===== config.mk =====
export PLATFORM = sky130hd
export DESIGN_NAME = tx_pkt_sequencer_flat
export DESIGN_NICKNAME = d
export VERILOG_FILES = /design/src/rtl/tx_pkt_sequencer_if.sv /design/src/rtl/tx_pkt_sequencer.sv /design/src/flat_wrapper.sv
export SDC_FILE = /design/constraint.sdc
export NUM_CORES = 1
export LEC_CHECK = 0
export CAP_MARGIN = 20
export CELL_PAD_IN_SITES_DETAIL_PLACEMENT = 0
export CELL_PAD_IN_SITES_GLOBAL_PLACEMENT = 2
export CORE_MARGIN = 2
export CORE_UTILIZATION = 30
export CTS_BUF_LIST = sky130_fd_sc_hd__clkbuf_4
export CTS_CLUSTER_DIAMETER = 120
export DETAILED_ROUTE_END_ITERATION = 10
export PLACE_DENSITY = 0.86
export SLEW_MARGIN = 5
export SYNTH_ARGS = -nofsm -noshare
export SYNTH_HDL_FRONTEND = slang
export SYNTH_SLANG_ARGS = --single-unit

===== constraint.sdc =====
create_clock -name clk -period 5.7 [get_ports clk]
set_input_delay 0.855 -clock clk [delete_from_list [all_inputs] [get_ports clk]]
set_output_delay 0.855 -clock clk [all_outputs]
set_load 0.1 [all_outputs]

===== src/rtl/tx_pkt_sequencer_if.sv =====
// Byte stream from the TX packet sequencer to the DAC/LVDS serializer.
// The master drives data/valid and the serializer returns ready.
interface tx_pkt_sequencer_if #(
   parameter int DATA_W = 8
);
   logic [DATA_W-1:0] dac_data;
   logic              dac_valid;
   logic              dac_ready;

   modport master (
      output dac_data,
      output dac_valid,
      input  dac_ready
   );

   modport slave (
      input  dac_data,
      input  dac_valid,
      output dac_ready
   );
endinterface


===== src/rtl/tx_pkt_sequencer.sv =====
// TX packet sequencer: drains one packet from the TX FIFO into the DAC
// byte stream, and passes host FIFO reads through while idle.
module tx_pkt_sequencer #(
   parameter int DATA_W     = 8,
   parameter int LEN_W      = 8,
   parameter int GAP_CYCLES = 4
) (
   input  logic              clk,
   input  logic              reset,
   input  logic              start,
   input  logic              abort,
   input  logic [LEN_W-1:0]  pkt_len,
   input  logic              fifo_empty,
   input  logic [DATA_W-1:0] fifo_data,
   output logic              fifo_rd_en,
   input  logic              host_rd_req,
   output logic              host_rd_grant,
   tx_pkt_sequencer_if.master dac,
   output logic              busy,
   output logic              done,
   output logic [LEN_W-1:0]  byte_cnt,
   output logic [7:0]        status
);

   localparam int GW = (GAP_CYCLES > 0) ? $clog2(GAP_CYCLES + 1) : 1;
   localparam logic [GW-1:0] GAP_LAST =
      GW'((GAP_CYCLES > 0) ? GAP_CYCLES - 1 : 0);

   typedef enum logic [2:0] {
      IDLE,
      READ,
      WAIT,
      SEND,
      GAP,
      DONE
   } state_e;

   state_e            state_q;
   logic [LEN_W-1:0]  len_q;
   logic [LEN_W-1:0]  cnt_q;
   logic [GW-1:0]     gap_q;
   logic [DATA_W-1:0] data_q;
   logic              valid_q;
   logic              busy_q;
   logic              done_q;
   logic              done_st_q;
   logic              len0_q;
   logic              abort_q;
   logic              ign_q;
   logic              undr_q;

   logic in_idle;
   logic rd_seq;
   logic last;

   assign in_idle = (state_q == IDLE);
   assign rd_seq  = (state_q == READ) & ~fifo_empty;
   assign last    = (cnt_q + LEN_W'(1)) == len_q;

   // Host reads only reach the FIFO while idle and not colliding with a start.
   assign host_rd_grant = in_idle & host_rd_req & ~start;
   assign fifo_rd_en    = host_rd_grant | rd_seq;

   assign dac.dac_data  = data_q;
   assign dac.dac_valid = valid_q;
   assign busy          = busy_q;
   assign done          = done_q;
   assign byte_cnt      = cnt_q;
   assign status        = {3'b000, undr_q, ign_q, abort_q, len0_q, done_st_q};

   always_ff @(posedge clk) begin
      if (reset) begin
         state_q   <= IDLE;
         len_q     <= '0;
         cnt_q     <= '0;
         gap_q     <= '0;
         data_q    <= '0;
         valid_q   <= 1'b0;
         busy_q    <= 1'b0;
         done_q    <= 1'b0;
         done_st_q <= 1'b0;
         len0_q    <= 1'b0;
         abort_q   <= 1'b0;
         ign_q     <= 1'b0;
         undr_q    <= 1'b0;
      end else if (!in_idle && abort) begin
         // Abort beats a same-cycle handshake: the byte is not counted.
         state_q <= IDLE;
         valid_q <= 1'b0;
         busy_q  <= 1'b0;
         done_q  <= 1'b0;
         abort_q <= 1'b1;
         if (start) begin
            ign_q <= 1'b1;
         end
      end else begin
         done_q <= 1'b0;
         if (!in_idle && start) begin
            ign_q <= 1'b1;
         end
         unique case (state_q)
            IDLE: begin
               if (start) begin
                  done_st_q <= 1'b0;
                  abort_q   <= 1'b0;
                  ign_q     <= 1'b0;
                  undr_q    <= 1'b0;
                  if (pkt_len != '0) begin
                     len_q   <= pkt_len;
                     cnt_q   <= '0;
                     len0_q  <= 1'b0;
                     busy_q  <= 1'b1;
                     state_q <= READ;
                  end else begin
                     len0_q <= 1'b1;
                  end
               end
            end
            READ: begin
               if (fifo_empty) begin
                  undr_q <= 1'b1;
               end else begin
                  state_q <= WAIT;
               end
            end
            WAIT: begin
               data_q  <= fifo_data;
               valid_q <= 1'b1;
               state_q <= SEND;
            end
            SEND: begin
               if (dac.dac_ready) begin
                  cnt_q   <= cnt_q + LEN_W'(1);
                  valid_q <= 1'b0;
                  if (!last) begin
                     state_q <= READ;
                  end else if (GAP_CYCLES == 0) begin
                     state_q   <= DONE;
                     done_q    <= 1'b1;
                     done_st_q <= 1'b1;
                  end else begin
                     gap_q   <= '0;
                     state_q <= GAP;
                  end
               end
            end
            GAP: begin
               if (gap_q == GAP_LAST) begin
                  state_q   <= DONE;
                  done_q    <= 1'b1;
                  done_st_q <= 1'b1;
               end else begin
                  gap_q <= gap_q + GW'(1);
               end
            end
            DONE: begin
               busy_q  <= 1'b0;
               state_q <= IDLE;
            end
            default: begin
               state_q <= IDLE;
            end
         endcase
      end
   end

endmodule


===== src/flat_wrapper.sv =====
// flat-port wrapper written by rule: the top's interface ports become plain ports
module tx_pkt_sequencer_flat 
#(
   parameter int DATA_W     = 8,
   parameter int LEN_W      = 8,
   parameter int GAP_CYCLES = 4
)
  (clk, reset, start, abort, pkt_len, fifo_empty, fifo_data, fifo_rd_en, host_rd_req, host_rd_grant, busy, done, byte_cnt, status, dac_dac_data, dac_dac_valid, dac_dac_ready);
  tx_pkt_sequencer_if #(.DATA_W(DATA_W)) dac_i ();
  input  logic clk;
  input  logic reset;
  input  logic start;
  input  logic abort;
  input  logic [LEN_W-1:0] pkt_len;
  input  logic fifo_empty;
  input  logic [DATA_W-1:0] fifo_data;
  output logic fifo_rd_en;
  input  logic host_rd_req;
  output logic host_rd_grant;
  output logic busy;
  output logic done;
  output logic [LEN_W-1:0] byte_cnt;
  output logic [7:0] status;
  output wire logic [$bits(dac_i.dac_data)-1:0] dac_dac_data;
  output wire logic [$bits(dac_i.dac_valid)-1:0] dac_dac_valid;
  input wire logic [$bits(dac_i.dac_ready)-1:0] dac_dac_ready;
  assign dac_dac_data = dac_i.dac_data;
  assign dac_dac_valid = dac_i.dac_valid;
  assign dac_i.dac_ready = dac_dac_ready;
  tx_pkt_sequencer #(.DATA_W(DATA_W), .LEN_W(LEN_W), .GAP_CYCLES(GAP_CYCLES)) u_core (.clk(clk), .reset(reset), .start(start), .abort(abort), .pkt_len(pkt_len), .fifo_empty(fifo_empty), .fifo_data(fifo_data), .fifo_rd_en(fifo_rd_en), .host_rd_req(host_rd_req), .host_rd_grant(host_rd_grant), .dac(dac_i), .busy(busy), .done(done), .byte_cnt(byte_cnt), .status(status));
endmodule

# After elaboration in Yosys (flattened, before gate mapping)
# Index checks and enable logic that the tools add are counted.
dict set report totals {
  elab_cells 99
  ff_bits 38
  mem_bits_rw 0
  rom_bits 0
  memories 0
  latchBits 0
  in_bits 23
  out_inout_bits 29
}
dict set report op_classes {
  order_cmp 0
  shifts 0
  bitwise_logic 8
  n_reduce_logical 26
  n_addsub 2
  n_div 0
  n_eq_ne 16
  muxes 34
  multipliers 0
}
# op count
set op_table {}
lappend op_table {{$mux W3} 9}
lappend op_table {{$mux W8} 3}
lappend op_table {{$pmux W8 S2} 1}
lappend op_table {{$reduce_bool A2 Y1} 8}
lappend op_table {{$mux W1} 15}
lappend op_table {{$pmux W3 S5} 1}
lappend op_table {{$reduce_and A5 Y1} 3}
lappend op_table {{$ne A2 B2 Y1 const B} 7}
lappend op_table {{$reduce_and A4 Y1} 3}
lappend op_table {{$eq A3 B2 Y1 const B} 3}
lappend op_table {{$add A8 B1 Y8 const B} 1}
lappend op_table {{$eq A8 B8 Y1} 1}
lappend op_table {{$pmux W1 S2} 4}
lappend op_table {{$reduce_bool A8 Y1} 1}
lappend op_table {{$eq A3 B3 Y1 const B} 2}
lappend op_table {{$pmux W3 S2} 1}
lappend op_table {{$reduce_and A2 Y1} 3}
lappend op_table {{$reduce_and A3 Y1} 2}
lappend op_table {{$ne A2 B1 Y1 const B} 2}
lappend op_table {{$not A1 Y1} 4}
lappend op_table {{$add A3 B1 Y3 const B} 1}
lappend op_table {{$and A1 B1 Y1} 3}
lappend op_table {{$eq A3 B1 Y1 const B} 1}
lappend op_table {{$logic_not A3 Y1} 1}
lappend op_table {{5 further kinds} 6}

# Depth between registers and ports, before layout
# Gate-level depths: netlist (run 1).
dict set report depth {
  word_depth 7
  mapped_depth 8
  mapped_depth_nobuf 7
}

# Worst setup path before layout (run 1)
# Ideal clock, no wire load.
dict set report synth_path {
  kind {in2out}
  from {input start}
  to {output fifo_rd_en}
  required_ps 4845
  path_buffers 0
  t_arrival_ps 3830
  cell_stages 2
  slack_ps 1015
  cell_sequence {nor3b_1 -> a21o_1}
}
dict set report synth_between {
  elab_chain_cells 3
}
# element line_no
set synth_lines {}
lappend synth_lines {{start, declared} flat_wrapper.sv:12} ;# input logic start;
lappend synth_lines {{$not A1 Y1} tx_pkt_sequencer.sv:61} ;# assign host_rd_grant = in_idle & host_rd_req & ~start;
lappend synth_lines {{$and A1 B1 Y1} tx_pkt_sequencer.sv:61}
lappend synth_lines {{$or A1 B1 Y1} tx_pkt_sequencer.sv:62} ;# assign fifo_rd_en = host_rd_grant | rd_seq;
lappend synth_lines {{end, declared} flat_wrapper.sv:17} ;# output logic fifo_rd_en;
# Every way passes these cells.

# Final worst setup path (run 1)
# Same ends and word-level chain as after synthesis.

==> flow_metrics.tcl, run 1 <==
set metrics [dict create \
    synthFlopType "dfxtp_1" \
    synthCells 247 \
    pwr-share-seq 0.451 \
    drive_above_1_share 0.03915 \
    switchingPower_mw 0.2764 \
    crit_required_ns 4.85 \
    yosys.area_share.simple 0.2482 \
    cts_tree "built" \
    grt_overflow 0 \
    cts_resized 0 \
    initialDrtViolationCount 89 \
    root_buffer "clkbuf_4" \
    seq_area_frac_synth 0.3870 \
    cts_inserted_buffers 5 \
    dpl.hpwl_mm 3.567 \
    die_w_um 84.95 \
    powerDensity_nw_per_um2 275.9 \
    finalCritPeriodShare 0.6748 \
    hp-class "reg2reg" \
    start_util 0.3096 \
    fin_util 0.3911 \
    async_reset_ff_frac 0 \
    io_buffer_count 48 \
    clock_skew_ns 0.006706 \
    ant_nets 0 \
    antenna_found_initial 0 \
    syn_area_per_cell_um2 7.958 \
    yosys_warnings 0 \
    worstPathMaxFanout 7 \
    rsz0062_at_grt "false" \
    p_int_mw 0.4088 \
    firstDrtPassIters 4 \
    max-cap-violations 0 \
    crit_arrival_ns 2.99 \
    io_pins 52 \
    r2r_end "u_core.byte_cnt[4]" \
    final_cell_area_um2 2484 \
    r2r_cells 6 \
    final.setup.worst_slack_ns 1.853 \
    ys_types 45 \
    htree_levels 2 \
    post_cts_buffers 0 \
    status "completed" \
    first_global_vias 1743 \
    p_clk_frac 0.188 \
    grt_max_degree 35 \
    endpoint_kind "output pin" \
    wire_per_inst_um 13.81 \
    path_clk_slew_ns 0.11 \
    timing_worst_slew_pin_value_ns 0.9784 \
    fmax_mhz 260.0 \
    dpl_cell_area_um2 2436 \
    final_common_cell "clkdlybuf4s50_1" \
    finalSetupTns_ns 0 \
    max-slew-margin-rel 0.3457 \
    synth_fa_ha_area_frac 0.01910 \
    ff2ff_setup_slack_ns 3.03 \
    sw_frac_of_total 0.4034 \
    dieArea_um2 7216 \
    hold_slack_ns 0.4593 \
    vias 1809 \
    final_nets 307 \
    synth.cell_area_um2 1966 \
    grt.total_usage 0.1408 \
    clk_latency_ns 0.33 \
    timing.rr.start "u_core.state_q[0]" \
    synth_compound_area_frac 0.2011 \
    die_y_um 84.95 \
    cp-endpoint "fifo_rd_en" \
    setup_violations 0 \
    routed_via_density 5.053 \
    cts_hold_buf 0 \
    peakVddDrop_mv 0.2015 \
    startpoint_type "input pin" \
    final_cell_mix "clkdlybuf4s50_1, dfxtp_1, a21oi_1" \
    rows 29 \
    synth_seq_cells 38 \
    drv_slew 0 \
    hold_violations 0 \
    hold_start "u_core.dac.dac_data[7]" \
    wl_mm 4.944 \
    fill_cells 659 \
    critPathKind "in2out" \
    synth_xor_area_frac 0.03119 \
    cts.sinks 38 \
    critPathLaunch "start" \
    pre_cts_slack_ns 1.890 \
    p_leak_nw 0.8597 \
    cts_buffer_depth 2 \
    core_um2 6350 \
    synth_edf_count 0 \
    syn_to_final_growth_pct 26.35 \
    synth_top_family_by_area "simple AND/OR/NAND/NOR gates" \
    drcViolationCount 0 \
    combPwrFrac 0.361 \
    gp_congestion 0.7753 \
    grt_first_pass_wirelength_mm 8.273 \
    synthMuxAreaShare 0.04583 \
    antennaDiodeCount 0 \
    period_minus_slack_ns 3.847 \
]
[power groups by stage]
stage	Sequential, mW	Combinational [mW]	Clock [mW]
finish	0.309	0.248	0.129
CTS	0.309	0.249	0.139
detailed placement	0.315	0.247	0
global placement	0.315	0.248	0
floorplan	0.340	0.167	0
global route	0.314	0.267	0.148
[layout make-up]
class | count | area, µm² | share of cell area
Inverter | 2 | 7.507 | 0.003023
Sequential cell | 38 | 760.7 | 0.3063
Clock inverter | 2 | 10.01 | 0.004030
Multi-Input combinational cell | 185 | 1084 | 0.4363
Clock buffer | 5 | 37.54 | 0.01511
Timing Repair Buffer | 49 | 488.0 | 0.1965
Tap cell | 77 | 96.34 | 0.03879
[logic make-up (layout without fill, tap and decap cells)]
group	count (synthesis)	after routing
AOI/OAI and AO/OA	64	64
xor gates and xnor gates	7	7
adders and majority gates	3	3
buffers and inverters	26	58
DFF	38	38
muxes	9	9
other	1	3
and+or+nand+nor	99	99
[per-stage QoR]
step,instances,power [mW]
final,358,0.6851
after global routing,358,0.7287
after CTS,358,0.6969
after detailed placement,351,0.5622
after global placement,351,0.5635
after floorplan,249,0.5074
[worst max-delay path, cell delays in order]
cell and delay [ns]:
clkdlybuf4s50_1 0.51, nor3b_1 0.36, a21o_1 0.13, clkdlybuf4s50_1 1.13
[cell usage after synthesis, drive strengths merged, types with 2 or more instances]
| master | instances | share of area |
|---|---|---|
| nor3 | 3 | 0.0076 |
| nand3b | 5 | 0.019 |
| mux2i | 9 | 0.046 |
| ha | 3 | 0.019 |
| xor2 | 4 | 0.018 |
| a21oi | 33 | 0.090 |
| o211ai | 2 | 0.0076 |
| and3 | 3 | 0.0095 |
| nand3 | 8 | 0.020 |
| a21o | 2 | 0.0076 |
| a211oi | 2 | 0.0076 |
| nand2 | 28 | 0.053 |
| clkbuf | 15 | 0.029 |
| nor4b | 2 | 0.0089 |
| xnor2 | 3 | 0.013 |
| nor2b | 3 | 0.0095 |
| or3 | 7 | 0.022 |
| o21ai | 11 | 0.028 |
| nand2b | 3 | 0.0095 |
| nor4 | 2 | 0.0064 |
| and2 | 2 | 0.0064 |
| buf | 9 | 0.032 |
| o32ai | 2 | 0.0089 |
| nor2 | 27 | 0.052 |
| dfxtp | 38 | 0.39 |
| a31oi | 4 | 0.013 |
| inv | 2 | 0.0038 |
[registers in the layout (all words and copies together) (netlist names)]
signal,flops
u_core.len_q,8
u_core.len0_q,1
u_core.done_st_q,1
u_core.state_q,3
u_core.ign_q,1
u_core.done,1
u_core.dac.dac_valid,1
u_core.dac.dac_data,8
u_core.gap_q,3
u_core.busy,1
u_core.undr_q,1
u_core.abort_q,1
u_core.byte_cnt,8
[per-layer routing]
metal / GRT usage / part of all wire / up-vias
li1: - / - / 932
met1: 0.1922 / 0.49 / 823
met2: 0.2188 / 0.45 / 48
met3: 0.03113 / 0.043 / 6
met4: 0.05051 / 0.015 / 0
met5: 0 / 0 / -
[worst min-delay path by stage]
stage / to / slack, ns / depth (start not counted)
6_report: u_core.dac.dac_data[7] / 0.46 / 2
2_1_floorplan: u_core.len0_q / 0.44 / 2
4_1_cts: u_core.dac.dac_data[7] / 0.46 / 2
5_1_grt: u_core.dac.dac_data[3] / 0.48 / 2
3_5_place_dp: u_core.dac.dac_data[7] / 0.45 / 2
3_3_place_gp: u_core.dac.dac_data[7] / 0.44 / 2
Power figures use the tool's default switching activity.
==> run 2: changes to the inputs <==
CORE_UTILIZATION = 25   (was 30)
PLACE_DENSITY = 0.76   (was 0.86)
clock period = 3.4 ns   (was 5.7 ns; I/O delays follow)
==> run 2 against run 1 <==
  * Die area rose by 19%
  * Sequential power grew 68%
  * First-iteration DRC count fell by 46%
  * Setup slack got worse by 1.1 ns
  * Clock-buffer cell count is the same
  * Clock skew rose by 0.0044 ns
  * Register-to-register slack got worse by 2.2 ns
  * Flip-flop and latch count stayed put
  * Hold slack improved by 0.0064 ns
  * Critical path type is now in2reg
  * Largest power group unchanged
  * Highest routed layer unchanged
==> flow_metrics.tcl, run 2 (synthesized netlist as in run 1, its figures left out) <==
set metrics [dict create \
    hp-class "reg2reg" \
    hold_violations 0 \
    p_leak_nw 0.8825 \
    pre_cts_slack_ns 0.4159 \
    start_util 0.2557 \
    dpl.hpwl_mm 3.860 \
    fin_util 0.3276 \
    cts_hold_buf 0 \
    p_int_mw 0.6877 \
    combPwrFrac 0.364 \
    cts_buffer_depth 2 \
    pwr-share-seq 0.443 \
    antennaDiodeCount 0 \
    worstPathMaxFanout 11 \
    die_w_um 92.67 \
    final_cell_area_um2 2519 \
    drive_above_1_share 0.06690 \
    setup_violations 0 \
    io_pins 52 \
    final.setup.worst_slack_ns 0.7850 \
    crit_arrival_ns 2.88 \
    finalSetupTns_ns 0 \
    grt_first_pass_wirelength_mm 8.707 \
    peakVddDrop_mv 0.2235 \
    wl_mm 5.252 \
    rows 32 \
    die_y_um 92.67 \
    powerDensity_nw_per_um2 463.4 \
    layoutNonFillerInstCount 386 \
    rsz0062_at_grt "false" \
    startpoint_type "input pin" \
    fmax_mhz 382.4 \
    clock_skew_ns 0.01116 \
    htree_levels 2 \
    grt.total_usage 0.1278 \
    max-cap-violations 0 \
    endpoint_kind "flop" \
    critPathLaunch "start" \
    gp_congestion 0.7157 \
    cts_tree "built" \
    dpl_cell_area_um2 2470 \
    numPlacedInstances 378 \
    switchingPower_mw 0.4795 \
    power_mw 1.167 \
    syn_to_final_growth_pct 28.14 \
    routed_via_density 4.731 \
    drv_slew 0 \
    max-slew-margin-rel 0.3406 \
    cts.sinks 38 \
    cts_inserted_buffers 5 \
    status "completed" \
    final_common_cell "clkdlybuf4s50_1" \
    grt_overflow 0 \
    ant_nets 0 \
    core_um2 7687 \
    hold_slack_ns 0.4657 \
    period_minus_slack_ns 2.615 \
    grt_max_degree 21 \
    antenna_found_initial 0 \
    final_cell_mix "clkdlybuf4s50_1, dfxtp_1, a21oi_1" \
    firstDrtPassIters 4 \
    drcViolationCount 0 \
    crit_required_ns 3.66 \
    post_cts_buffers 0 \
    dieArea_um2 8588 \
    sw_frac_of_total 0.4108 \
    cts_resized 0 \
    path_clk_slew_ns 0.12 \
    p_clk_frac 0.193 \
    wire_per_inst_um 13.61 \
    timing.rr.start "u_core.byte_cnt[0]" \
    initialDrtViolationCount 48 \
    hold_start "u_core.dac.dac_data[6]" \
    timing_worst_slew_pin_value_ns 0.9860 \
    root_buffer "clkbuf_4" \
    first_global_vias 1801 \
    final_nets 309 \
    io_buffer_count 48 \
    critPathKind "in2reg" \
    clk_latency_ns 0.34 \
    finalCritPeriodShare 0.7691 \
    vias 1826 \
]
==> run 2: area by class of cell <==
class	instances	area (µm²)
Sequential cell	38	760.7
Clock inverter	3	11.26
Fill cell	854	5169
Clock buffer	5	37.54
Multi-Input combinational cell	185	1089
Tap cell	102	127.6
Timing Repair Buffer	51	485.5
Inverter	2	7.507
==> run 2: path summary, 6_finish.rpt <==
| check | slack, ns | depth (start not counted) | to |
|---|---|---|---|
| worst max-delay path | 0.78 | 7 | u_core.byte_cnt[4] |
| worst max register to register | 0.81 | 7 | u_core.gap_q[0] |
| worst min-delay path | 0.47 | 2 | u_core.dac.dac_data[6] |
| worst min register to register | 0.47 | 2 | u_core.dac.dac_data[6] |
==> run 2: worst max-delay path, stage by stage <==
cell             delay, ns
clkdlybuf4s50_1       0.62
or4b_1                0.63
a21oi_4               0.18
o22ai_2               0.18
or2_1                 0.30
or3_1                 0.31
a21oi_1               0.14
==> run 2: power groups by stage <==
stage	logic [mW]	registers (mW)	clock network, mW
3_5_place_dp	0.425	0.528	0
5_1_grt	0.457	0.526	0.257
4_1_cts	0.428	0.517	0.243
3_3_place_gp	0.425	0.529	0
2_1_floorplan	0.282	0.570	0
6_report	0.424	0.518	0.225
==> run 2: routing by layer <==
layer,part of all wire,global-route usage,up-vias,routed length [µm]
met5,0,0,-,0
met4,0.0055,0.02941,0,29
met3,0.073,0.05207,2,382
met2,0.45,0.2038,56,2380
met1,0.47,0.1621,835,2460
li1,-,-,933,-
